**src/rtl/sram_arb_pkg.sv**
```systemverilog
// Shared types and helpers for the single-port SRAM arbiter between the
// CPU instruction and data buses.
package sram_arb_pkg;

    // Requester port identifiers; also used as bit indices into request/grant vectors.
    typedef enum logic {
        PORT_I = 1'b0,
        PORT_D = 1'b1
    } port_e;

    // Tag registered alongside each accepted read so the response can be routed back.
    typedef struct packed {
        logic  valid;
        port_e owner;
    } resp_tag_t;

    // Increment that sticks at the all-ones value of a width-bit counter.
    function automatic logic [31:0] sat_inc(input logic [31:0] val, input int unsigned width);
        logic [31:0] max_val;
        max_val = (width >= 32) ? '1 : ((32'd1 << width) - 32'd1);
        return (val >= max_val) ? max_val : val + 32'd1;
    endfunction

endpackage

```
**src/rtl/sram_sp_arbiter_if.sv**
```systemverilog
// Bus bundle for the SRAM arbiter: two IOb-native requester ports, the SRAM side
// and the statistics counters.
//
// Handshake: a request transfers in the cycle where x_avalid_i and x_ready_o are
// both high; the requester holds avalid/addr/wdata/wstrb stable until then.
// Read data returns one cycle later, qualified by a single-cycle x_rvalid_o.
interface sram_sp_arbiter_if #(
    parameter int DATA_W = 32,
    parameter int ADDR_W = 13,
    parameter int CNT_W  = 16
) ();

    logic                  i_avalid_i;
    logic [ADDR_W-1:0]     i_addr_i;
    logic [DATA_W-1:0]     i_wdata_i;
    logic [DATA_W/8-1:0]   i_wstrb_i;
    logic                  i_ready_o;
    logic [DATA_W-1:0]     i_rdata_o;
    logic                  i_rvalid_o;

    logic                  d_avalid_i;
    logic [ADDR_W-1:0]     d_addr_i;
    logic [DATA_W-1:0]     d_wdata_i;
    logic [DATA_W/8-1:0]   d_wstrb_i;
    logic                  d_ready_o;
    logic [DATA_W-1:0]     d_rdata_o;
    logic                  d_rvalid_o;

    logic                  mem_en_o;
    logic [ADDR_W-1:0]     mem_addr_o;
    logic [DATA_W/8-1:0]   mem_we_o;
    logic [DATA_W-1:0]     mem_d_o;
    logic [DATA_W-1:0]     mem_dt_i;

    logic [CNT_W-1:0]      conflict_cnt_o;
    logic [CNT_W-1:0]      d_stall_cnt_o;

    modport slave (
        input  i_avalid_i, i_addr_i, i_wdata_i, i_wstrb_i,
        input  d_avalid_i, d_addr_i, d_wdata_i, d_wstrb_i,
        input  mem_dt_i,
        output i_ready_o, i_rdata_o, i_rvalid_o,
        output d_ready_o, d_rdata_o, d_rvalid_o,
        output mem_en_o, mem_addr_o, mem_we_o, mem_d_o,
        output conflict_cnt_o, d_stall_cnt_o
    );

    modport master (
        output i_avalid_i, i_addr_i, i_wdata_i, i_wstrb_i,
        output d_avalid_i, d_addr_i, d_wdata_i, d_wstrb_i,
        output mem_dt_i,
        input  i_ready_o, i_rdata_o, i_rvalid_o,
        input  d_ready_o, d_rdata_o, d_rvalid_o,
        input  mem_en_o, mem_addr_o, mem_we_o, mem_d_o,
        input  conflict_cnt_o, d_stall_cnt_o
    );

endinterface

```
**src/rtl/sram_arb_rr.sv**
```systemverilog
// Two-input round-robin grant: a lone requester always wins, and on a conflict
// the port that lost the previous conflict wins. Grant is one-hot or zero.
module sram_arb_rr
    import sram_arb_pkg::*;
(
    input  logic       clk_i,
    input  logic       arst_n_i,
    input  logic [1:0] req,
    output logic [1:0] gnt,
    output port_e      last_grant
);

    port_e last_q;
    port_e last_d;
    logic  conflict;

    always_comb begin
        gnt      = '0;
        last_d   = last_q;
        conflict = req[PORT_I] & req[PORT_D];
        if (conflict) begin
            // Only conflict cycles move the pointer; lone grants leave it alone.
            if (last_q == PORT_D) begin
                gnt[PORT_I] = 1'b1;
                last_d      = PORT_I;
            end else begin
                gnt[PORT_D] = 1'b1;
                last_d      = PORT_D;
            end
        end else begin
            gnt = req;
        end
    end

    // Starts at D so the very first conflict goes to the instruction port.
    always_ff @(posedge clk_i or negedge arst_n_i) begin
        if (!arst_n_i) begin
            last_q <= PORT_D;
        end else begin
            last_q <= last_d;
        end
    end

    assign last_grant = last_q;

endmodule

```
**src/rtl/sram_sp_arbiter.sv**
```systemverilog
// Shares one single-port byte-enable SRAM between the instruction and data buses:
// request mux, read-response routing and saturating conflict/stall statistics.
module sram_sp_arbiter
    import sram_arb_pkg::*;
#(
    parameter int DATA_W = 32,
    parameter int ADDR_W = 13,
    parameter int CNT_W  = 16
) (
    input  logic               clk_i,
    input  logic               arst_n_i,
    sram_sp_arbiter_if.slave   bus,
    output port_e              dbg_last_grant
);

    localparam int STRB_W = DATA_W / 8;

    logic [1:0]        req;
    logic [1:0]        gnt;
    logic              any_req;
    logic              conflict;
    logic              sel_d;
    logic [STRB_W-1:0] sel_wstrb;
    logic              rd_accept;
    logic              i_ready;
    logic              d_ready;
    logic              d_stall;
    resp_tag_t         resp_q;
    resp_tag_t         resp_d;
    logic [CNT_W-1:0]  conflict_cnt_q;
    logic [CNT_W-1:0]  d_stall_cnt_q;

    // Requests are masked while reset is held so nothing is granted or driven to the SRAM.
    always_comb begin
        req         = '0;
        req[PORT_I] = arst_n_i & bus.i_avalid_i;
        req[PORT_D] = arst_n_i & bus.d_avalid_i;
    end

    sram_arb_rr u_rr (
        .clk_i      (clk_i),
        .arst_n_i   (arst_n_i),
        .req        (req),
        .gnt        (gnt),
        .last_grant (dbg_last_grant)
    );

    assign any_req  = |req;
    assign conflict = req[PORT_I] & req[PORT_D];
    assign sel_d    = gnt[PORT_D];

    // An idle arbiter advertises ready on both ports so a new request transfers at once.
    assign i_ready = arst_n_i & (gnt[PORT_I] | ~any_req);
    assign d_ready = arst_n_i & (gnt[PORT_D] | ~any_req);
    assign d_stall = bus.d_avalid_i & ~d_ready;

    assign bus.i_ready_o = i_ready;
    assign bus.d_ready_o = d_ready;

    assign sel_wstrb      = sel_d ? bus.d_wstrb_i : bus.i_wstrb_i;
    assign bus.mem_en_o   = any_req;
    assign bus.mem_addr_o = sel_d ? bus.d_addr_i  : bus.i_addr_i;
    assign bus.mem_d_o    = sel_d ? bus.d_wdata_i : bus.i_wdata_i;
    assign bus.mem_we_o   = any_req ? sel_wstrb : '0;

    assign rd_accept = any_req & (sel_wstrb == '0);

    always_comb begin
        resp_d       = '0;
        resp_d.valid = rd_accept;
        resp_d.owner = sel_d ? PORT_D : PORT_I;
    end

    always_ff @(posedge clk_i or negedge arst_n_i) begin
        if (!arst_n_i) begin
            resp_q <= '{valid: 1'b0, owner: PORT_I};
        end else begin
            resp_q <= resp_d;
        end
    end

    // The SRAM output register supplies the data; the tag only decides who sees it.
    assign bus.i_rvalid_o = resp_q.valid & (resp_q.owner == PORT_I);
    assign bus.d_rvalid_o = resp_q.valid & (resp_q.owner == PORT_D);
    assign bus.i_rdata_o  = bus.mem_dt_i;
    assign bus.d_rdata_o  = bus.mem_dt_i;

    always_ff @(posedge clk_i or negedge arst_n_i) begin
        if (!arst_n_i) begin
            conflict_cnt_q <= '0;
            d_stall_cnt_q  <= '0;
        end else begin
            if (conflict) begin
                conflict_cnt_q <= CNT_W'(sat_inc(32'(conflict_cnt_q), CNT_W));
            end
            if (d_stall) begin
                d_stall_cnt_q <= CNT_W'(sat_inc(32'(d_stall_cnt_q), CNT_W));
            end
        end
    end

    assign bus.conflict_cnt_o = conflict_cnt_q;
    assign bus.d_stall_cnt_o  = d_stall_cnt_q;

endmodule

```
**src/flat_wrapper.sv**
```systemverilog
// flat-port wrapper written by rule: the top's interface ports become plain ports
module sram_sp_arbiter_flat import sram_arb_pkg::*;
#(
    parameter int DATA_W = 32,
    parameter int ADDR_W = 13,
    parameter int CNT_W  = 16
)
  (clk_i, arst_n_i, dbg_last_grant, bus_i_avalid_i, bus_i_addr_i, bus_i_wdata_i, bus_i_wstrb_i, bus_d_avalid_i, bus_d_addr_i, bus_d_wdata_i, bus_d_wstrb_i, bus_mem_dt_i, bus_i_ready_o, bus_i_rdata_o, bus_i_rvalid_o, bus_d_ready_o, bus_d_rdata_o, bus_d_rvalid_o, bus_mem_en_o, bus_mem_addr_o, bus_mem_we_o, bus_mem_d_o, bus_conflict_cnt_o, bus_d_stall_cnt_o);
  sram_sp_arbiter_if #(.DATA_W(DATA_W), .ADDR_W(ADDR_W), .CNT_W(CNT_W)) bus_i ();
  input  logic clk_i;
  input  logic arst_n_i;
  output port_e dbg_last_grant;
  input wire logic [$bits(bus_i.i_avalid_i)-1:0] bus_i_avalid_i;
  input wire logic [$bits(bus_i.i_addr_i)-1:0] bus_i_addr_i;
  input wire logic [$bits(bus_i.i_wdata_i)-1:0] bus_i_wdata_i;
  input wire logic [$bits(bus_i.i_wstrb_i)-1:0] bus_i_wstrb_i;
  input wire logic [$bits(bus_i.d_avalid_i)-1:0] bus_d_avalid_i;
  input wire logic [$bits(bus_i.d_addr_i)-1:0] bus_d_addr_i;
  input wire logic [$bits(bus_i.d_wdata_i)-1:0] bus_d_wdata_i;
  input wire logic [$bits(bus_i.d_wstrb_i)-1:0] bus_d_wstrb_i;
  input wire logic [$bits(bus_i.mem_dt_i)-1:0] bus_mem_dt_i;
  output wire logic [$bits(bus_i.i_ready_o)-1:0] bus_i_ready_o;
  output wire logic [$bits(bus_i.i_rdata_o)-1:0] bus_i_rdata_o;
  output wire logic [$bits(bus_i.i_rvalid_o)-1:0] bus_i_rvalid_o;
  output wire logic [$bits(bus_i.d_ready_o)-1:0] bus_d_ready_o;
  output wire logic [$bits(bus_i.d_rdata_o)-1:0] bus_d_rdata_o;
  output wire logic [$bits(bus_i.d_rvalid_o)-1:0] bus_d_rvalid_o;
  output wire logic [$bits(bus_i.mem_en_o)-1:0] bus_mem_en_o;
  output wire logic [$bits(bus_i.mem_addr_o)-1:0] bus_mem_addr_o;
  output wire logic [$bits(bus_i.mem_we_o)-1:0] bus_mem_we_o;
  output wire logic [$bits(bus_i.mem_d_o)-1:0] bus_mem_d_o;
  output wire logic [$bits(bus_i.conflict_cnt_o)-1:0] bus_conflict_cnt_o;
  output wire logic [$bits(bus_i.d_stall_cnt_o)-1:0] bus_d_stall_cnt_o;
  assign bus_i.i_avalid_i = bus_i_avalid_i;
  assign bus_i.i_addr_i = bus_i_addr_i;
  assign bus_i.i_wdata_i = bus_i_wdata_i;
  assign bus_i.i_wstrb_i = bus_i_wstrb_i;
  assign bus_i.d_avalid_i = bus_d_avalid_i;
  assign bus_i.d_addr_i = bus_d_addr_i;
  assign bus_i.d_wdata_i = bus_d_wdata_i;
  assign bus_i.d_wstrb_i = bus_d_wstrb_i;
  assign bus_i.mem_dt_i = bus_mem_dt_i;
  assign bus_i_ready_o = bus_i.i_ready_o;
  assign bus_i_rdata_o = bus_i.i_rdata_o;
  assign bus_i_rvalid_o = bus_i.i_rvalid_o;
  assign bus_d_ready_o = bus_i.d_ready_o;
  assign bus_d_rdata_o = bus_i.d_rdata_o;
  assign bus_d_rvalid_o = bus_i.d_rvalid_o;
  assign bus_mem_en_o = bus_i.mem_en_o;
  assign bus_mem_addr_o = bus_i.mem_addr_o;
  assign bus_mem_we_o = bus_i.mem_we_o;
  assign bus_mem_d_o = bus_i.mem_d_o;
  assign bus_conflict_cnt_o = bus_i.conflict_cnt_o;
  assign bus_d_stall_cnt_o = bus_i.d_stall_cnt_o;
  sram_sp_arbiter #(.DATA_W(DATA_W), .ADDR_W(ADDR_W), .CNT_W(CNT_W)) u_core (.clk_i(clk_i), .arst_n_i(arst_n_i), .bus(bus_i), .dbg_last_grant(dbg_last_grant));
endmodule
```
**config.mk**
```make
export PLATFORM = sky130hd
export DESIGN_NAME = sram_sp_arbiter_flat
export DESIGN_NICKNAME = d
export VERILOG_FILES = /design/src/rtl/sram_arb_pkg.sv /design/src/rtl/sram_sp_arbiter_if.sv /design/src/rtl/sram_arb_rr.sv /design/src/rtl/sram_sp_arbiter.sv /design/src/flat_wrapper.sv
export SDC_FILE = /design/constraint.sdc
export NUM_CORES = 1
export LEC_CHECK = 0
export ABC_AREA = 1
export CORE_AREA = 2 2 109 111
export CTS_CLUSTER_DIAMETER = 80
export DETAILED_ROUTE_END_ITERATION = 7
export DIE_AREA = 0 0 111 113
export DONT_BUFFER_PORTS = 1
export GPL_TIMING_DRIVEN = 0
export PLACE_DENSITY = 0.52
export SYNTH_ARGS = -nofsm -noshare
export SYNTH_HDL_FRONTEND = slang
export SYNTH_SLANG_ARGS = --single-unit
```
**constraint.sdc**
```tcl
create_clock -name clk_i -period 1.5 [get_ports clk_i]
set_input_delay 0.225 -clock clk_i [delete_from_list [all_inputs] [get_ports clk_i]]
set_output_delay 0.225 -clock clk_i [all_outputs]
set_load 0.05 [all_outputs]
```
==> results.tsv, run 1 <==
metric	value	unit
grt_overflow_total	0	
worst_slack	-0.493	ns
placement.io_buffers	0	
hold_class	in -> reg	
fp.dieW	111	µm
area_growth	59.0	%
diodes	0	
synthDistinctLibCells	29	
outcome	finished with violations	
leakagePower	2.51	nW
dieArea	12500	µm²
syn_area	3250	µm²
slew_violations	0	
cts_made_buffers	5	
ys_ff_latch	35	
fp-row-count	39	
drive_gt1_frac	0.572	
cts_tree	built	
avgSynthCellArea	6.27	µm²
crit_required	1.27	ns
maxCapViolCount	0	
vias_per_cell	4.84	
cp.arrival	1.77	ns
maxSlewHeadroom	0.626	
die_h	113	µm
grt_pass1_vias	3364	
grt_pass1_wl	18800	µm
period_needed	1.99	ns
fin_setup_tns	-28.23	ns
dr.pass1.iters	4	
synth_flop_cell	dfrtp_1	
routedWlPerCell	18.0	µm
peakVddDrop	0.000737	V
wirelength	12400	µm
total_power	5.90	mW
dp_hpwl	9790	µm
worst_hold_slack	0.150	ns
path_class	reg -> out	
final_nets	682	
ioPinCount	285	
cts-root-buf	clkbuf_16	
async_reset_ff_frac	1.00	
placedCellCount	662	
rsz0062_at_grt	true	
fin_crit_sh	1.33	
critPathLaunchType	register	
cp-end-kind	output pin	
max_freq	502	MHz
synth_fp_nets	655	
pre_cts_ws	-0.290	ns
hold_viol	0	
route.vias.total	3337	
clock_sinks	35	
violations	negative setup slack	
clk_latency	0.29	ns
seq_area_frac_synth	0.270	
cts_max_level	2	
cts_max_path_buffers	2	
grt_max_degree	36	
place_congestion	0.890	
grt_use_total	0.187	
fin_cells	690	
syn-instance-count	519	
start_util	0.289	
ant_nets	0	
critPathMaxFanout	10	
antenna_found_initial	0	
power_density	1140	nW/µm²
setup_viol	69	
worst_pin_slew	0.561	ns
core_area	11300	µm²
synth_edf_count	0	
skew	0.00552	ns
drt-initial-drc-count	86	
drc	0	
yosys_warnings	0	
path_clk_slew	0.05	ns
## registers in the layout (all words and copies together), names as in the netlist
signal and cells:
u_core.bus.d_stall_cnt_o 16, u_core.resp_q 2, u_core.bus.conflict_cnt_o 16, u_core.u_rr.last_grant 1
## cells by family after synthesis
logic type | share of synthesized area
flops | 0.270
simple gates | 0.442
compound gates | 0.0338
xor+xnor | 0.0108
fa+ha+maj | 0.00769
buf+inv | 0.236
## what timing repair did
action                                  4_1_cts  5_1_grt
cloned                                        4        0
endpoints found under the setup margin       83       84
pin swaps                                    49       30
resized for setup                           116       64
endpoints found under the hold margin        35        0
hold buffers                                  2        0
setup buffers                                12        4
## cells in the mapped netlist (5+ instances only)
cell | n | share of area
nand2_1 | 223 | 0.26
buf_4 | 65 | 0.15
inv_1 | 42 | 0.048
nor2_1 | 39 | 0.045
dfrtp_1 | 34 | 0.26
nand3_1 | 32 | 0.049
nand4_1 | 13 | 0.025
o21ai_1 | 12 | 0.018
buf_2 | 8 | 0.012
inv_2 | 7 | 0.0081
buf_6 | 5 | 0.017
nand3_2 | 5 | 0.015
## area by class of cell
class,instances,area (µm²)
tap,143,179
multi-input combinational,357,2740
clock inverter,1,30.0
inverter,49,191
buffer,77,707
sequential,35,922
fill,1076,6100
timing repair buffer,21,270
clock buffer,7,133
## per-layer routing
| metal | vias to the layer above | track usage | wire, µm |
|---|---|---|---|
| met4 | 0 | 0.0458 | 236 |
| met5 | - | 0 | 0 |
| li1 | 1587 | - | - |
| met1 | 1594 | 0.228 | 4780 |
| met3 | 20 | 0.0627 | 1080 |
| met2 | 136 | 0.322 | 6340 |
## through the flow
| stage | utilization | cell area, µm² |
|---|---|---|
| global placement | 0.360 | 4060 |
| detailed placement | 0.360 | 4060 |
| global route | 0.459 | 5170 |
| floorplan | - | 3880 |
| finish | 0.459 | 5170 |
| CTS | 0.434 | 4890 |
## worst paths after layout
kind | start | end | slack [ns] | cells past startpoint
min reg2reg | u_core.u_rr.last_grant$_DFFE_PN1P_ | u_core.u_rr.last_grant$_DFFE_PN1P_ | 0.69 | 1
min in group asynchronous | arst_n_i | u_core.bus.d_stall_cnt_o[7]$_DFFE_PN0P_ | 0.38 | 2
min | bus_d_wstrb_i[0] | u_core.resp_q[1]$_DFF_PN0_ | 0.15 | 3
max reg2reg | u_core.u_rr.last_grant$_DFFE_PN1P_ | u_core.bus.d_stall_cnt_o[4]$_DFFE_PN0P_ | -0.38 | 9
max in group asynchronous | arst_n_i | u_core.u_rr.last_grant$_DFFE_PN1P_ | 0.86 | 2
max | u_core.u_rr.last_grant$_DFFE_PN1P_ | bus_mem_d_o[13] | -0.49 | 7
## cell usage in the layout (no fill, tap or decap), drive strengths merged
| master | instances |
|---|---|
| a21boi | 2 |
| a21oi | 2 |
| buf | 97 |
| bufinv | 1 |
| clkbuf | 7 |
| dfrtp | 34 |
| dfstp | 1 |
| dlygate4sd3 | 1 |
| ha | 2 |
| inv | 49 |
| nand2 | 226 |
| nand3 | 38 |
| nand3b | 4 |
| nand4 | 13 |
| nor2 | 45 |
| o21ai | 14 |
| or2 | 7 |
| xnor2 | 1 |
| xor2 | 3 |
## where the power goes
part	switching [mW]	total (mW)	internal, mW
sequential	0.822	1.98	1.16
combinational	1.88	2.74	0.864
clock	0.395	1.18	0.785
## worst max-delay path: stages, from the launching register on
cell     delay [ns]
dfstp_4        0.73
nand2_4        0.10
nand2_8        0.09
inv_4          0.05
buf_12         0.15
buf_12         0.16
nand2_2        0.08
nand2_4        0.12
Power figures use the tool's default switching activity.
==> inputs of run 2 (changes only) <==
--- a/config.mk
+++ b/config.mk
@@ -6,11 +6,13 @@
 export NUM_CORES = 1
 export LEC_CHECK = 0
 export ABC_AREA = 1
+export CAP_MARGIN = 20
 export CORE_AREA = 2 2 109 111
 export CTS_CLUSTER_DIAMETER = 80
 export DETAILED_ROUTE_END_ITERATION = 7
 export DIE_AREA = 0 0 111 113
 export DONT_BUFFER_PORTS = 1
+export GPL_ROUTABILITY_DRIVEN = 0
 export GPL_TIMING_DRIVEN = 0
 export PLACE_DENSITY = 0.52
 export SYNTH_ARGS = -nofsm -noshare
==> results of run 2 <==
The final DEF is identical to that of run 1; final timing and power are the same.
==> inputs of run 3 (changes only) <==
--- a/config.mk
+++ b/config.mk
@@ -7,14 +7,15 @@
 export LEC_CHECK = 0
 export ABC_AREA = 1
 export CAP_MARGIN = 20
-export CORE_AREA = 2 2 109 111
+export CORE_AREA = 2 2 110 112
 export CTS_CLUSTER_DIAMETER = 80
 export DETAILED_ROUTE_END_ITERATION = 7
-export DIE_AREA = 0 0 111 113
+export DIE_AREA = 0 0 112 114
 export DONT_BUFFER_PORTS = 1
 export GPL_ROUTABILITY_DRIVEN = 0
 export GPL_TIMING_DRIVEN = 0
-export PLACE_DENSITY = 0.52
+export PLACE_DENSITY = 0.49
 export SYNTH_ARGS = -nofsm -noshare
 export SYNTH_HDL_FRONTEND = slang
+export SYNTH_HIERARCHICAL = 1
 export SYNTH_SLANG_ARGS = --single-unit
==> constraint.sdc (replaced) <==
create_clock -name clk_i -period 2.4 [get_ports clk_i]
set_input_delay 0.36 -clock clk_i [delete_from_list [all_inputs] [get_ports clk_i]]
set_output_delay 0.36 -clock clk_i [all_outputs]
set_load 0.05 [all_outputs]
==> results.tsv, run 3 <==
metric	value	unit	change
power_density	731	nW/µm²	-36%
crit_end	bus_mem_addr_o[1]		
grt_pass1_wl	17300	µm	-7.9%
power_switching	1.56	mW	-49%
p_comb_frac	0.392		-0.072
dp_hpwl	10000	µm	+2.1%
die_h	114	µm	+0.88%
r2r_start	u_core/u_rr/last_grant$_DFFE_PN1P_		
period_needed	2.35	ns	
synth_area_leaders	dfrtp_1 (27%), nand2_1 (25%), buf_4 (15%), nand3_1 (5.4%), inv_1 (5.2%)		
maxSlewHeadroom	0.408		-0.218
fp-row-count	40		+2.6%
synth_fp_nets	634		-3.2%
synth_top_area_frac	0.270		+0.00852
worst_hold_slack	0.306	ns	+0.155 ns
synth_top_area_cell	dfrtp_1		
wirelength	12300	µm	-1.2%
seq_power_share	0.390		+0.054
postCtsSetupRepairBufs	0		-12
async_reset_ff_frac	1.00		unchanged
ant_nets	0		unchanged
yosys_warnings	6		+6
multiInputGateArea	1960	µm²	-29%
cts_tree	built		
dieArea	12800	µm²	+1.8%
mostFrequentLayoutCells	nand2_1 (158), buf_4 (65), nand2_4 (43)		
hold_viol	0		unchanged
syn_area	3150	µm²	-3.2%
path_class	reg -> out		
cp-end-kind	output pin		
max_freq	426	MHz	
rsz0062_at_grt	true		
synth_edf_count	0		unchanged
clk_latency	0.29	ns	about the same
hold_class	in -> reg		
r2r_cells	9		unchanged
grt_use_total	0.178		-0.00911
diodes	0		unchanged
drc	0		unchanged
internal_power	1.35	mW	-52%
cts_max_level	2		unchanged
area_growth	26.3	%	
ys_ff_latch	35		unchanged
grt_overflow_total	0		unchanged
pre_cts_ws	-0.364	ns	-0.0736 ns
fin_cells	656		-4.9%
fillers	1277		+19%
clock_power_share	0.218		+0.018
synth.most_common_cell	nand2_1		
syn-instance-count	498		-4.0%
worst_slack	0.0531	ns	+0.546 ns
critPathMaxFanout	6		-4
antenna_found_initial	1		+1
core_area	11700	µm²	+3.9%
outcome	complete, no violations		
synth_commonest_cells	nand2_1 (214), buf_4 (65), inv_1 (44), nor2_1 (36)		
cts_max_path_buffers	2		unchanged
cts_made_buffers	5		unchanged
critPathLaunchType	register		
r2r_end	u_core/bus.d_stall_cnt_o[13]$_DFFE_PN0P_		
ioPinCount	285		unchanged
grt_max_degree	36		unchanged
drt-initial-drc-count	186		+120%
routedWlPerCell	18.7	µm	+3.9%
path_clk_slew	0.05	ns	about the same
p_sw_frac	0.537		+0.0133
setup_viol	0		-100%
placedCellCount	645		-2.6%
avgSynthCellArea	6.33	µm²	+0.93%
final_nets	644		-5.6%
r2r_setup_slack	0.34	ns	+0.72 ns
skew	0.00766	ns	+0.00214 ns
seq_area_frac_synth	0.278		+0.00878
finalCoreUtilization	0.340		-0.119
fp.dieW	112	µm	+0.90%
dr.pass1.iters	7		+3
cp.arrival	1.99	ns	+0.22 ns
fin_crit_sh	0.978		
drive_gt1_frac	0.328		-0.244
leakagePower	1.99	nW	-20%
peakVddDrop	0.000493	V	-33%
crit_required	2.04	ns	+0.77 ns
placement.io_buffers	0		unchanged
slew_violations	0		unchanged
clock_sinks	35		unchanged
grt_pass1_vias	2852		-15%
synthDistinctLibCells	31		+6.9%
worst_pin_slew	0.885	ns	+0.324 ns
vias_per_cell	4.73		-2.2%
route.vias.total	3103		-7.0%
start_util	0.269		-0.0196
seq_area	881	µm²	-4.5%
maxCapViolCount	0		unchanged
final_common_cell	nand2_1		
startpoint	u_core/u_rr/last_grant$_DFFE_PN1P_		
synth_flop_cell	dfrtp_1		
cts-root-buf	clkbuf_16		
## run 3: changes by cell type after synthesis, sizes merged, moves of 2 or more
cell,before,now
or2,7,3
nor2,45,40
nand3,38,35
nand3b,4,8
a21oi,2,4
o21ai,14,9
nor3,0,4
nand4,13,9
nand2,226,215
mux2i,0,4
clkbuf,0,4
inv,49,44
buf,78,74
xor2,3,6
## run 3: worst min path at each step
stage                     startpoint                                        end  slack, ns  depth (start not counted)
floorplan                   arst_n_i   u_core/bus.conflict_cnt_o[0]$_DFFE_PN0P_       0.06                          0
global placement            arst_n_i  u_core/bus.conflict_cnt_o[14]$_DFFE_PN0P_       0.07                          0
detailed placement          arst_n_i   u_core/bus.conflict_cnt_o[0]$_DFFE_PN0P_       0.07                          0
CTS                 bus_d_wstrb_i[1]                 u_core/resp_q[1]$_DFF_PN0_       0.29                          3
global route        bus_d_wstrb_i[1]                 u_core/resp_q[1]$_DFF_PN0_       0.32                          3
finish              bus_d_wstrb_i[1]                 u_core/resp_q[1]$_DFF_PN0_       0.31                          3
## run 3: final cells by class
| cell class | instances | area share |
|---|---|---|
| Clock inverter | 1 | 0.00126 |
| Buffer | 78 | 0.155 |
| Inverter | 44 | 0.0421 |
| Tap cell | 147 | 0.0462 |
| Timing Repair Buffer | 3 | 0.00881 |
| Multi-Input combinational cell | 341 | 0.492 |
| Sequential cell | 35 | 0.221 |
| Clock buffer | 7 | 0.0333 |
## run 3: kinds of logic after synthesis
| family | Yosys count | synth area share |
|---|---|---|
| simple gates | 314 | 0.429 |
| buf+inv | 122 | 0.229 |
| flops | 35 | 0.278 |
| compound gates | 15 | 0.0270 |
| xor+xnor | 6 | 0.0167 |
| mux | 4 | 0.0127 |
| fa+ha+maj | 2 | 0.00794 |
## run 3: routing by layer
metal	global-route usage	vias to the layer above	share of wire
li1	-	1494	-
met3	0.103	18	0.13
met5	0	-	0.00098
met4	0.0504	2	0.018
met1	0.194	1422	0.35
met2	0.299	167	0.49
## run 3: worst max-delay path: stages, from the launching register on
cell	delay [ns]
dfstp_4	0.71
inv_2	0.06
nand3_2	0.07
nand2_2	0.06
buf_6	0.14
inv_4	0.07
buf_2	0.22
nand2_1	0.16
nand2_4	0.19
## run 3: power groups by stage
stage | clock, mW | sequential, mW | combinational (mW)
after detailed placement | 0 | 1.14 | 1.00
final | 0.634 | 1.13 | 1.14
after floorplan | 0 | 1.10 | 0.888
after global routing | 0.685 | 1.16 | 1.21
after global placement | 0 | 1.14 | 0.996
after CTS | 0.655 | 1.13 | 1.14
## run 3: what timing repair did
item / CTS / global route
hold buffers: 2 / 0
gates resized for setup: 125 / 17
pin swaps: 5 / 10
hold endpoints to repair: 35 / 0
gates cloned: 1 / 0
endpoints found under the setup margin: 51 / 49
## run 3: through the flow
step / area, µm² / power [mW] / TNS (ns)
after floorplan: 3150 / 1.98 / 0
after global placement: 3330 / 2.14 / -10.34
after detailed placement: 3330 / 2.15 / -12.01
after CTS: 3930 / 2.92 / -0.00657
after global routing: 3980 / 3.05 / -0.233
final: 3980 / 2.91 / 0
